### config.mk
export PLATFORM = sky130hd
export DESIGN_NAME = tt_lut_gate
export DESIGN_NICKNAME = d
export VERILOG_FILES = /design/src/rtl/tt_lut_pkg.sv /design/src/rtl/tt_lut_gate_settle.sv /design/src/rtl/tt_lut_gate.sv
export SDC_FILE = /design/constraint.sdc
export NUM_CORES = 1
export LEC_CHECK = 0
export ABC_CLOCK_PERIOD_IN_PS = 1600
export CORE_MARGIN = 4
export CORE_UTILIZATION = 50
export CTS_BUF_LIST = sky130_fd_sc_hd__clkbuf_16
export DETAILED_ROUTE_END_ITERATION = 8
export PLACE_DENSITY = 0.73
export SLEW_MARGIN = 20
export SYNTH_ARGS = -nofsm -noshare
export SYNTH_HDL_FRONTEND = slang
export SYNTH_SLANG_ARGS = --single-unit
export TNS_END_PERCENT = 1
### constraint.sdc
create_clock -name clk -period 1.6 [get_ports clk]
set_input_delay 0.32 -clock clk [delete_from_list [all_inputs] [get_ports clk]]
set_output_delay 0.32 -clock clk [all_outputs]
set_load 0.02 [all_outputs]
### src/rtl/tt_lut_pkg.sv
// Shared types and helpers for the runtime-programmable truth-table gate.
package tt_lut_pkg;

  localparam int MAX_N_IN = 6;

  typedef enum logic {
    RUN  = 1'b0,
    LOAD = 1'b1
  } state_t;

  function automatic int tt_width(input int n);
    return 1 << n;
  endfunction

endpackage

### src/rtl/tt_lut_gate_settle.sv
// Input-settling filter: registers the raw input vector and flags it settled
// once it has held unchanged for STABLE cycles (always settled when STABLE = 0).
module input_settle_filter
  import tt_lut_pkg::*;
#(
  parameter int W      = 3,
  parameter int STABLE = 2
) (
  input  logic         clk,
  input  logic         rst,
  input  logic [W-1:0] in,
  output logic [W-1:0] in_q,
  output logic         settled
);

  localparam logic [3:0] STABLE_C = 4'(STABLE);

  logic [3:0] cnt;
  logic       same;

  assign same = (in == in_q);

  always_ff @(posedge clk) begin
    if (rst) begin
      in_q <= '0;
      cnt  <= '0;
    end else begin
      in_q <= in;
      if (!same) begin
        cnt <= '0;
      end else if (cnt != STABLE_C) begin
        cnt <= cnt + 4'd1;
      end
    end
  end

  // Compare against the registered count so the output lands S+1 edges after in_q.
  assign settled = (STABLE == 0) ? 1'b1 : (same && (cnt == STABLE_C));

endmodule

### src/rtl/tt_lut_gate.sv
// Truth-table gate: evaluates an N_IN-input function from a committed table,
// with a serial valid/ready reload port that commits the new table atomically.
//
// state | meaning
// RUN   | evaluating; load port idle, cfg_ready low
// LOAD  | accepting table bits into the shadow register, index 0 first
module tt_lut_gate
  import tt_lut_pkg::*;
#(
  parameter int                         N_IN     = 3,
  parameter logic [tt_width(N_IN)-1:0]  TT_RESET = 8'h7E,
  parameter int                         STABLE   = 2
) (
  input  logic            clk,
  input  logic            rst,
  input  logic [N_IN-1:0] in,
  output logic            out,
  output logic            out_valid,
  input  logic            cfg_start,
  input  logic            cfg_valid,
  input  logic            cfg_bit,
  output logic            cfg_ready,
  output logic            cfg_done
);

  localparam int              TT_W = tt_width(N_IN);
  localparam logic [N_IN-1:0] LAST = {N_IN{1'b1}};

  state_t            state, state_nxt;
  logic [TT_W-1:0]   tbl, tbl_nxt;
  logic [TT_W-1:0]   shadow, shadow_nxt;
  logic [N_IN-1:0]   bcnt, bcnt_nxt;
  logic              done_nxt;
  logic              accept;
  logic [N_IN-1:0]   in_q;
  logic              settled;

  input_settle_filter #(
    .W      (N_IN),
    .STABLE (STABLE)
  ) u_settle (
    .clk     (clk),
    .rst     (rst),
    .in      (in),
    .in_q    (in_q),
    .settled (settled)
  );

  assign cfg_ready = (state == LOAD);
  assign accept    = cfg_ready & cfg_valid;

  always_ff @(posedge clk) begin
    if (rst) begin
      state    <= RUN;
      tbl      <= TT_RESET;
      shadow   <= '0;
      bcnt     <= '0;
      cfg_done <= 1'b0;
    end else begin
      state    <= state_nxt;
      tbl      <= tbl_nxt;
      shadow   <= shadow_nxt;
      bcnt     <= bcnt_nxt;
      cfg_done <= done_nxt;
    end
  end

  always_comb begin
    state_nxt  = state;
    tbl_nxt    = tbl;
    shadow_nxt = shadow;
    bcnt_nxt   = bcnt;
    done_nxt   = 1'b0;
    case (state)
      RUN: begin
        if (cfg_start) begin
          state_nxt  = LOAD;
          shadow_nxt = '0;
          bcnt_nxt   = '0;
        end
      end
      LOAD: begin
        if (accept) begin
          shadow_nxt[bcnt] = cfg_bit;
        end
        // The final beat commits even if a restart arrives in the same cycle.
        if (accept && (bcnt == LAST)) begin
          tbl_nxt   = shadow_nxt;
          bcnt_nxt  = '0;
          done_nxt  = 1'b1;
          state_nxt = RUN;
        end else if (cfg_start) begin
          shadow_nxt = '0;
          bcnt_nxt   = '0;
        end else if (accept) begin
          bcnt_nxt = bcnt + 1'b1;
        end
      end
      default: begin
        state_nxt = RUN;
      end
    endcase
  end

  always_ff @(posedge clk) begin
    if (rst) begin
      out       <= 1'b0;
      out_valid <= 1'b0;
    end else begin
      out_valid <= settled;
      if (settled) begin
        out <= tbl[in_q];
      end
    end
  end

endmodule

After elaboration in Yosys (flattened, before gate mapping)
Cells that the tools add are included.
{"block": "totals", "regBits": 30}
{"block": "classes", "n_addsub": 2, "magnitude_cmp": 3, "muxes": 19, "n_reduce_logical": 7, "bitwise": 3, "n_eq_ne": 6}
{"cell": "8-bit 2-to-1 mux", "n": 4}
{"cell": "8-bit one-hot mux with 2 select lines", "n": 1}
{"cell": "3-bit 2-to-1 mux", "n": 4}
{"cell": "8-bit bitwise mux", "n": 1}
{"cell": "3-bit by 4-bit less-than comparator with 1-bit output (second input constant)", "n": 2}
{"cell": "4-bit by 2-bit != test with 1-bit output (second input constant)", "n": 2}
{"cell": "3-bit one-hot mux with 2 select lines", "n": 1}
{"cell": "1-bit 2-to-1 mux", "n": 5}
{"cell": "4-bit by 1-bit adder with 4-bit output (second input constant)", "n": 1}
{"cell": "4-bit by 2-bit equality test with 1-bit output (second input constant)", "n": 1}
{"cell": "2-bit AND reduction", "n": 2}
{"cell": "2-bit OR reduction", "n": 2}
{"cell": "3-bit by 1-bit adder with 3-bit output (second input constant)", "n": 1}
{"cell": "1-bit binary-select mux with 3-bit select", "n": 1}
{"cell": "1-bit demux with 3-bit select", "n": 1}
{"cell": "3-bit equality test", "n": 1}
{"cell": "3-bit equality test (second input constant)", "n": 1}
{"cell": "3-bit by 1-bit >= comparator with 1-bit output (second input constant)", "n": 1}
{"cell": "1-bit logical AND", "n": 3}
{"cell": "2-bit != test (second input constant)", "n": 1}
{"cell": "1-bit NOT", "n": 2}
{"cell": "1-bit one-hot mux with 2 select lines", "n": 1}
{"cell": "1-bit bitwise AND", "n": 1}

Depth between registers and ports, before layout
{"block": "depth", "ltp_word": 9, "mapped_depth": 6, "mapped_depth_nobuf": 6}

By module
A second synthesis with hierarchy kept.
{"block": "unflattened", "hier_cells": 147, "hier_area_um2": 1465.2}
{"module": "tt_lut_gate", "area_per_inst_um2": 1157.4, "seq_area_each_um2": 460.4, "instances": 1, "cells_each": 116}
{"module": "input_settle_filter", "area_per_inst_um2": 307.8, "seq_area_each_um2": 140.1, "instances": 1, "cells_each": 31}

Least setup slack after synthesis
Ideal clock, no wire load.
{"block": "synth_path", "path_type": "flip-flop to flip-flop", "start": "register state (netlist: cfg_ready)", "end": "register tbl[0]", "slack_ns": 0.223, "t_required_ns": 1.476, "n_path_buf": 0, "arrival_ns": 1.252, "stages_incl_launch_ff": 5, "synth_period_minus_slack_ns": 1.377, "cell_sequence": "dfxtp_1 > nand2_2 > nor4_1 > mux2i_1 > o22ai_1"}
{"block": "synth_via", "elab_chain_len": 3, "elab_cells_between_ends": 4, "cone_classes": "mux: 1; bitwise: 1; reduce/logical: 2"}
{"item": "from (decl)", "line_no": "tt_lut_gate.sv:29", "rtl": "state_t state, state_nxt;"}
{"item": "from (signal assigned)", "line_no": "tt_lut_gate.sv:60", "rtl": "state <= state_nxt;"}
{"item": "1-bit bitwise AND", "line_no": "tt_lut_gate.sv:50", "rtl": "assign accept = cfg_ready & cfg_valid;"}
{"item": "1-bit logical AND", "line_no": "tt_lut_gate.sv:87", "rtl": "if (accept && (bcnt == LAST)) begin"}
{"item": "2-bit AND reduction (no source line)"}
{"item": "to (signal assigned)", "line_no": "tt_lut_gate.sv:61", "rtl": "tbl <= tbl_nxt;"}
{"item": "to (decl)", "line_no": "tt_lut_gate.sv:30", "rtl": "logic [TT_W-1:0] tbl, tbl_nxt;"}
Parallel ways exist; a longest one is shown, timed or not.
A chain may end at the register's enable or synchronous reset.

Final worst setup path
{"block": "layout_path", "start": "register out", "end": "output out"}
{"item": "from (decl)", "line_no": "tt_lut_gate.sv:17", "rtl": "output logic out,"}
{"item": "from (signal assigned)", "line_no": "tt_lut_gate.sv:112", "rtl": "out <= tbl[in_q];"}
No word-level cell between the ends.

==> run_results.csv <==
group,metric,value,unit
cts,clk_pin_slew,0.05,ns
yosys,synth_fp_nets,152,
die,die_h,58.6,um
yosys,postSynthAreaPerCell,9.16,sq um
place,post-place-ws,-0.197,ns
global_routing,met3_usage,0.0724,
drt,vias,1014,
yosys,netlist.top_cell.by_area,"dfxtp_1",
cells_and_area,regArea,601,sq um
yosys,netlist_instances,140,
cells_and_area,n_antenna_cell,0,
die,dieArea,3440,sq um
setup_path,crit_arrival,1.19,ns
global_routing,grt-busiest-layer,"met2",
global_routing,grt_max_degree,10,
cts,cts_tree,"built",
cts,cts_buffer_depth,2,
timing,slew_headroom,0.406,
setup_path,required,1.28,ns
place,hpwl,1870,um
die,die_w,58.6,um
yosys,async_flop_share,0,
cells_and_area,n_fill_cell,199,
drt,postRouteAntennaNets,0,
timing,fin_crit,1.51,ns
setup_path,r2r_end,"shadow[0]",
setup_path,rrSetupSlack,0.18,ns
drt,dr.pass1.iters,4,
cts,cts_max_level,2,
yosys,synth_warnings,0,
cts,cts_root_buf,"clkbuf_16",
yosys,ys_top_cells_by_count,"30 x dfxtp_1, 17 x nor2_1, 13 x nand2_1, 10 x mux2i_1",
cts,clock_latency,0.27,ns
cells_and_area,fin_nets,177,
drt,drtIter0Drc,22,
drt,routedWlPerCell,12.9,um
yosys,synth_xor_area_frac,0.0468,
place,port_buffers,11,
die,io_pins,12,
timing,rsz0062_at_grt,"false",
die,rows,18,
place,gp_congestion,0.837,
cts,post-cts-setup-buffers,0,
yosys,synth_flop_cell,"dfxtp_1",
pwr,peakVddDrop,1200,uV
setup_path,crit_start,"out",
setup_path,crit_type,"flop to output port",
yosys,synth-compound-area-share,0.102,
setup_path,critical_path.max_stage_delay,0.60,ns
setup_path,crit_fanout,2,
timing,finalMaxSlewViolations,0,
cells_and_area,multi_input_area,657,sq um
setup_path,path_cells,"clkdlybuf4s50_1",
timing,fmax,0.663,GHz
setup_path,rr_startpoint,"cfg_ready",
setup_path,crit_slowest_cell,"clkdlybuf4s50_1",
timing,setup_viol,0,
yosys,synth-adder-area-share,0.0390,
yosys,synthTopCellsByArea,"dfxtp_1 47%, mux2i_1 7.8%, nor2_1 5.0%",
run_status,status,"finished clean",
pwr,fin_total_pwr,1.70,mW
global_routing,grt_first_pass_wirelength,4140,um
timing,hold_viol,0,
global_routing,grtUsageMet2,0.265,
job,cap_viol_max_count,0,
setup_path,end_kind,"output port",
drt,wl,2500,um
timing,setup_ws,0.0918,ns
global_routing,use_met1,0.195,
worst_hold_path,hold_class,"flop to flop",
cts,cts_made_buffers,5,
timing,skew,0.00521,ns
setup_path,crit_path_start_kind,"flop",
setup_path,cp.depth,1,
worst_hold_path,whs_path_depth,2,
yosys,synth_seq_area_share,0.468,
yosys,synth.ff_latch_count,30,
yosys,synth_mux_area_frac,0.0956,
yosys,synth-simple-area-share,0.228,
yosys,synth_edf_count,0,
drt,drc,0,
yosys,synth_top_area_share,0.468,
timing,worst_pin_slew,0.885,ns
yosys,synth_top_family_by_area,"simple AND/OR/NAND/NOR gates",
drt,via_per_inst,5.23,
die,initial_core_util,0.522,
global_routing,grt_pass1_vias,936,
global_routing,antenna_found_initial,0,
yosys,ys_types,31,
timing,finalCritPeriodShare,0.943,
setup_path,cpLargestDelayFamily,"buffers and inverters",
global_routing,track_usage,0.167,
pwr,p_leak,0.588,nW
setup_path,reg2regPathDepth,3,
setup_path,worst-path-buf-inv,1,
cts,clock-sinks,30,
pwr,p_per_area,1060,nW/um^2
yosys,yosysMostFrequentCell,"dfxtp_1",
global_routing,grt.overflow.total,0,
yosys,syn-cell-area,1280,sq um
setup_path,endpoint,"out",
cells_and_area,drive_gt1_frac,0.140,
cells_and_area,area_delta_synth_final,25.9,%
die,core-area,2450,sq um
## per-stage QoR
step / setup TNS, ns / cells / util / area, sq um / hold WS, ns
2_1_floorplan: 0 / 140 / - / 1280 / 0.392
3_3_place_gp: -1.64 / 188 / 0.606 / 1490 / 0.436
3_5_place_dp: -2.24 / 188 / 0.606 / 1490 / 0.441
4_1_cts: 0 / 194 / 0.657 / 1610 / 0.447
5_1_grt: 0 / 194 / 0.657 / 1610 / 0.463
6_report: 0 / 194 / 0.657 / 1610 / 0.448
## registers in the layout, indices dropped and copies added, names as in the netlist
signal and count:
out_valid 1, u_settle.in_q 3, tbl 8, cfg_done 1
shadow 8, bcnt 3, u_settle.cnt 4, cfg_ready 1
out 1
## report_power, final
part,internal [mW],switching (mW),total [mW]
Sequential,0.758,0.00992,0.768
Clock,0.548,0.285,0.833
Combinational,0.0522,0.0504,0.103
## layer usage
| metal | vias up | wire (um) |
|---|---|---|
| met5 | - | 0 |
| met4 | 0 | 49 |
| met3 | 6 | 123 |
| met2 | 16 | 1210 |
| met1 | 460 | 1120 |
| li1 | 532 | - |
## kinds of logic after synthesis
logic type | Yosys count
fa+ha+maj | 4
simple gates | 60
compound gates | 23
flops | 30
xor+xnor | 6
mux | 11
buf+inv | 6
## worst min-delay path by stage
stage	start	slack (ns)	end
after detailed placement	shadow[7]	0.44	shadow[7]
after global placement	shadow[3]	0.44	shadow[3]
final	shadow[7]	0.45	shadow[7]
after global routing	shadow[3]	0.46	shadow[3]
after floorplan	rst	0.39	u_settle.in_q[0]
after CTS	shadow[7]	0.45	shadow[7]
## placed cells by master, fill, tap and decap left out, types with 2 or more instances in the layout
cell,instances
nand2b_1,3
nor2b_1,4
nand2_1,13
clkdlybuf4s50_1,10
o22ai_1,2
xor2_1,2
nor4_1,2
dfxtp_1,30
mux2i_1,10
a21oi_1,9
buf_4,8
nor3b_1,2
nor2_1,17
xnor2_1,3
clkbuf_16,5
inv_1,3
o21ai_1,8
ha_1,4
nor3_1,9
nand3_1,5
## repair_timing
item	4_1_cts	5_1_grt
setup endpoints to repair	1	0
hold buffers	0	0
gates resized for setup	1	0
## cell type report
| class | instances | share of cell area |
|---|---|---|
| Clock buffer | 5 | 0.0775 |
| Tap cell | 30 | 0.0233 |
| Sequential cell | 30 | 0.372 |
| Clock inverter | 1 | 0.00233 |
| Multi-Input combinational cell | 104 | 0.407 |
| Inverter | 5 | 0.0132 |
| Timing Repair Buffer | 19 | 0.105 |
Note: power is estimated with default switching activity, not from simulation.
==> patch (same settings) <==
`TT_RESET`: 8'h7E -> 8'h40.
--- a/src/rtl/tt_lut_gate.sv
+++ b/src/rtl/tt_lut_gate.sv
@@ -10,3 +10,3 @@
   parameter int                         N_IN     = 3,
-  parameter logic [tt_width(N_IN)-1:0]  TT_RESET = 8'h7E,
+  parameter logic [tt_width(N_IN)-1:0]  TT_RESET = 8'h40,
   parameter int                         STABLE   = 2
Function: changed (a bounded check fails within 10 cycles, from zero or initial values and one cycle with rst high).
==> patch against the unedited design <==
Cell area grew 2.2%; via count grew 6.3%; clock power grew 3.0%; setup slack lost 0.016 ns; routed wire length grew 6.7%; sequential cell count is the same; synthesized area grew 0.59%; power grew 1.8%; highest routed layer unchanged.
==> patch: results (changes against the unedited design) <==
[status]
run_status = finished clean

[placed_design]
post-place-ws_ns = -0.185  ; +0.0120 ns
place_area_um2 = 1520  ; +1.9%
gp_congestion = 0.791  ; -5.5%
dp_hpwl_um = 1950  ; +4.2%

[yosys]
yosysSeqAreaShare_pct = 46.6  ; -0.27 points
synthFlopType = dfxtp_1
synth_cell_type_count = 32  ; +3.2%
synth_area_leaders = dfxtp_1, mux2i_1, o21ai_1, nand2_1, ha_1
yosys-top-cells-count = dfxtp_1, nand2_1, o21ai_1

[clocking]
cts_buffer_depth = 2  ; unchanged
root_buffer = clkbuf_16
htree_levels = 2  ; unchanged
worstSkewPairLatency_ns = 0.27  ; about the same

[global_route]
grt.total_usage_pct = 17.7  ; +0.96 points
grt_pass1_vias = 1076  ; +15%
grt_pass1_wl_um = 4480  ; +8.2%
grt_start_max_net_pins = 10  ; unchanged
antenna_found_initial = 0  ; unchanged
grt.busiest_layer = met2
use_met3_pct = 6.80  ; -0.44 points
gr-usage-met2_pct = 30.0  ; +3.5 points
met1_usage_pct = 18.8  ; -0.65 points

[timing]
tightest_slew_ns = 0.345  ; -0.540 ns
fmax_mhz = 656  ; -1.1%
skew_ns = 0.00619  ; +0.000982 ns

[detailed_routing]
vias_per_cell = 5.42  ; +3.6%
drt_iter0_markers = 18  ; -18%
wl_met2_um = 1360  ; +12%
top_layer_used = met4
met3_length_um = 130  ; +5.7%
drt_wl_total_um = 2670  ; +6.7%
drtPass1Iterations = 4  ; unchanged
m1WireLength_um = 1140  ; +2.1%

[setup_path]
r2r_cells = 4  ; +1
cp.arrival_ns = 1.20
cp_top_family = buffers and inverters
crit_start = out
rrSetupSlack_ns = 0.13  ; -0.05 ns
timing.rr.start = cfg_ready
rr_endpoint = tbl[6]
slowest_stage = clkdlybuf4s50_1

[pwr]
internal_power_uw = 1370  ; +0.89%
p_leak_uw = 0.000601  ; +2.2%
comb_power_share_pct = 6.2  ; +0.2 points
ir_worst_vdd_v = 0.00105  ; -13%
power_frac_seq_pct = 44.3  ; -0.8 points
comb-power_uw = 108  ; +5%

[cells_and_area]
finish.net_count = 180  ; +1.7%
layout-drive-gt1-share_pct = 16.0  ; +2.0 points
reg.largest.list = shadow (8), tbl (8), u_settle.cnt (4)

[min_path]
worst_hold_path.endpoint = shadow[3]
hold_start = shadow[3]

patch: kinds of logic (layout without fill, tap and decap cells):
group           Yosys count  after routing  share of synthesized area [%]
flops                    30             30                           46.6
buf+inv                   6             35                           2.42
mux                      11             11                           9.51
xor+xnor                  6              6                           4.07
compound gates           25             25                           11.0
simple gates             58             58                           22.6
fa+ha+maj                 4              4                           3.88
patch: per-stage QoR:
stage / hold slack (ns) / TNS, ns / util (%) / instances
after floorplan: 0.399 / 0 / - / 140
after global placement: 0.436 / -1.07 / 61.2 / 191
after detailed placement: 0.445 / -1.61 / 61.2 / 191
after CTS: 0.452 / 0 / 66.6 / 199
after global routing: 0.471 / 0 / 66.6 / 199
final: 0.448 / 0 / 66.6 / 199
patch: area by class of cell:
class,instances,area (µm²)
Clock buffer,5,125
Clock inverter,3,11.3
Sequential cell,30,601
Timing Repair Buffer,24,206
Tap cell,30,37.5
Multi-Input combinational cell,104,658
Inverter,3,11.3
Fill cell,210,827
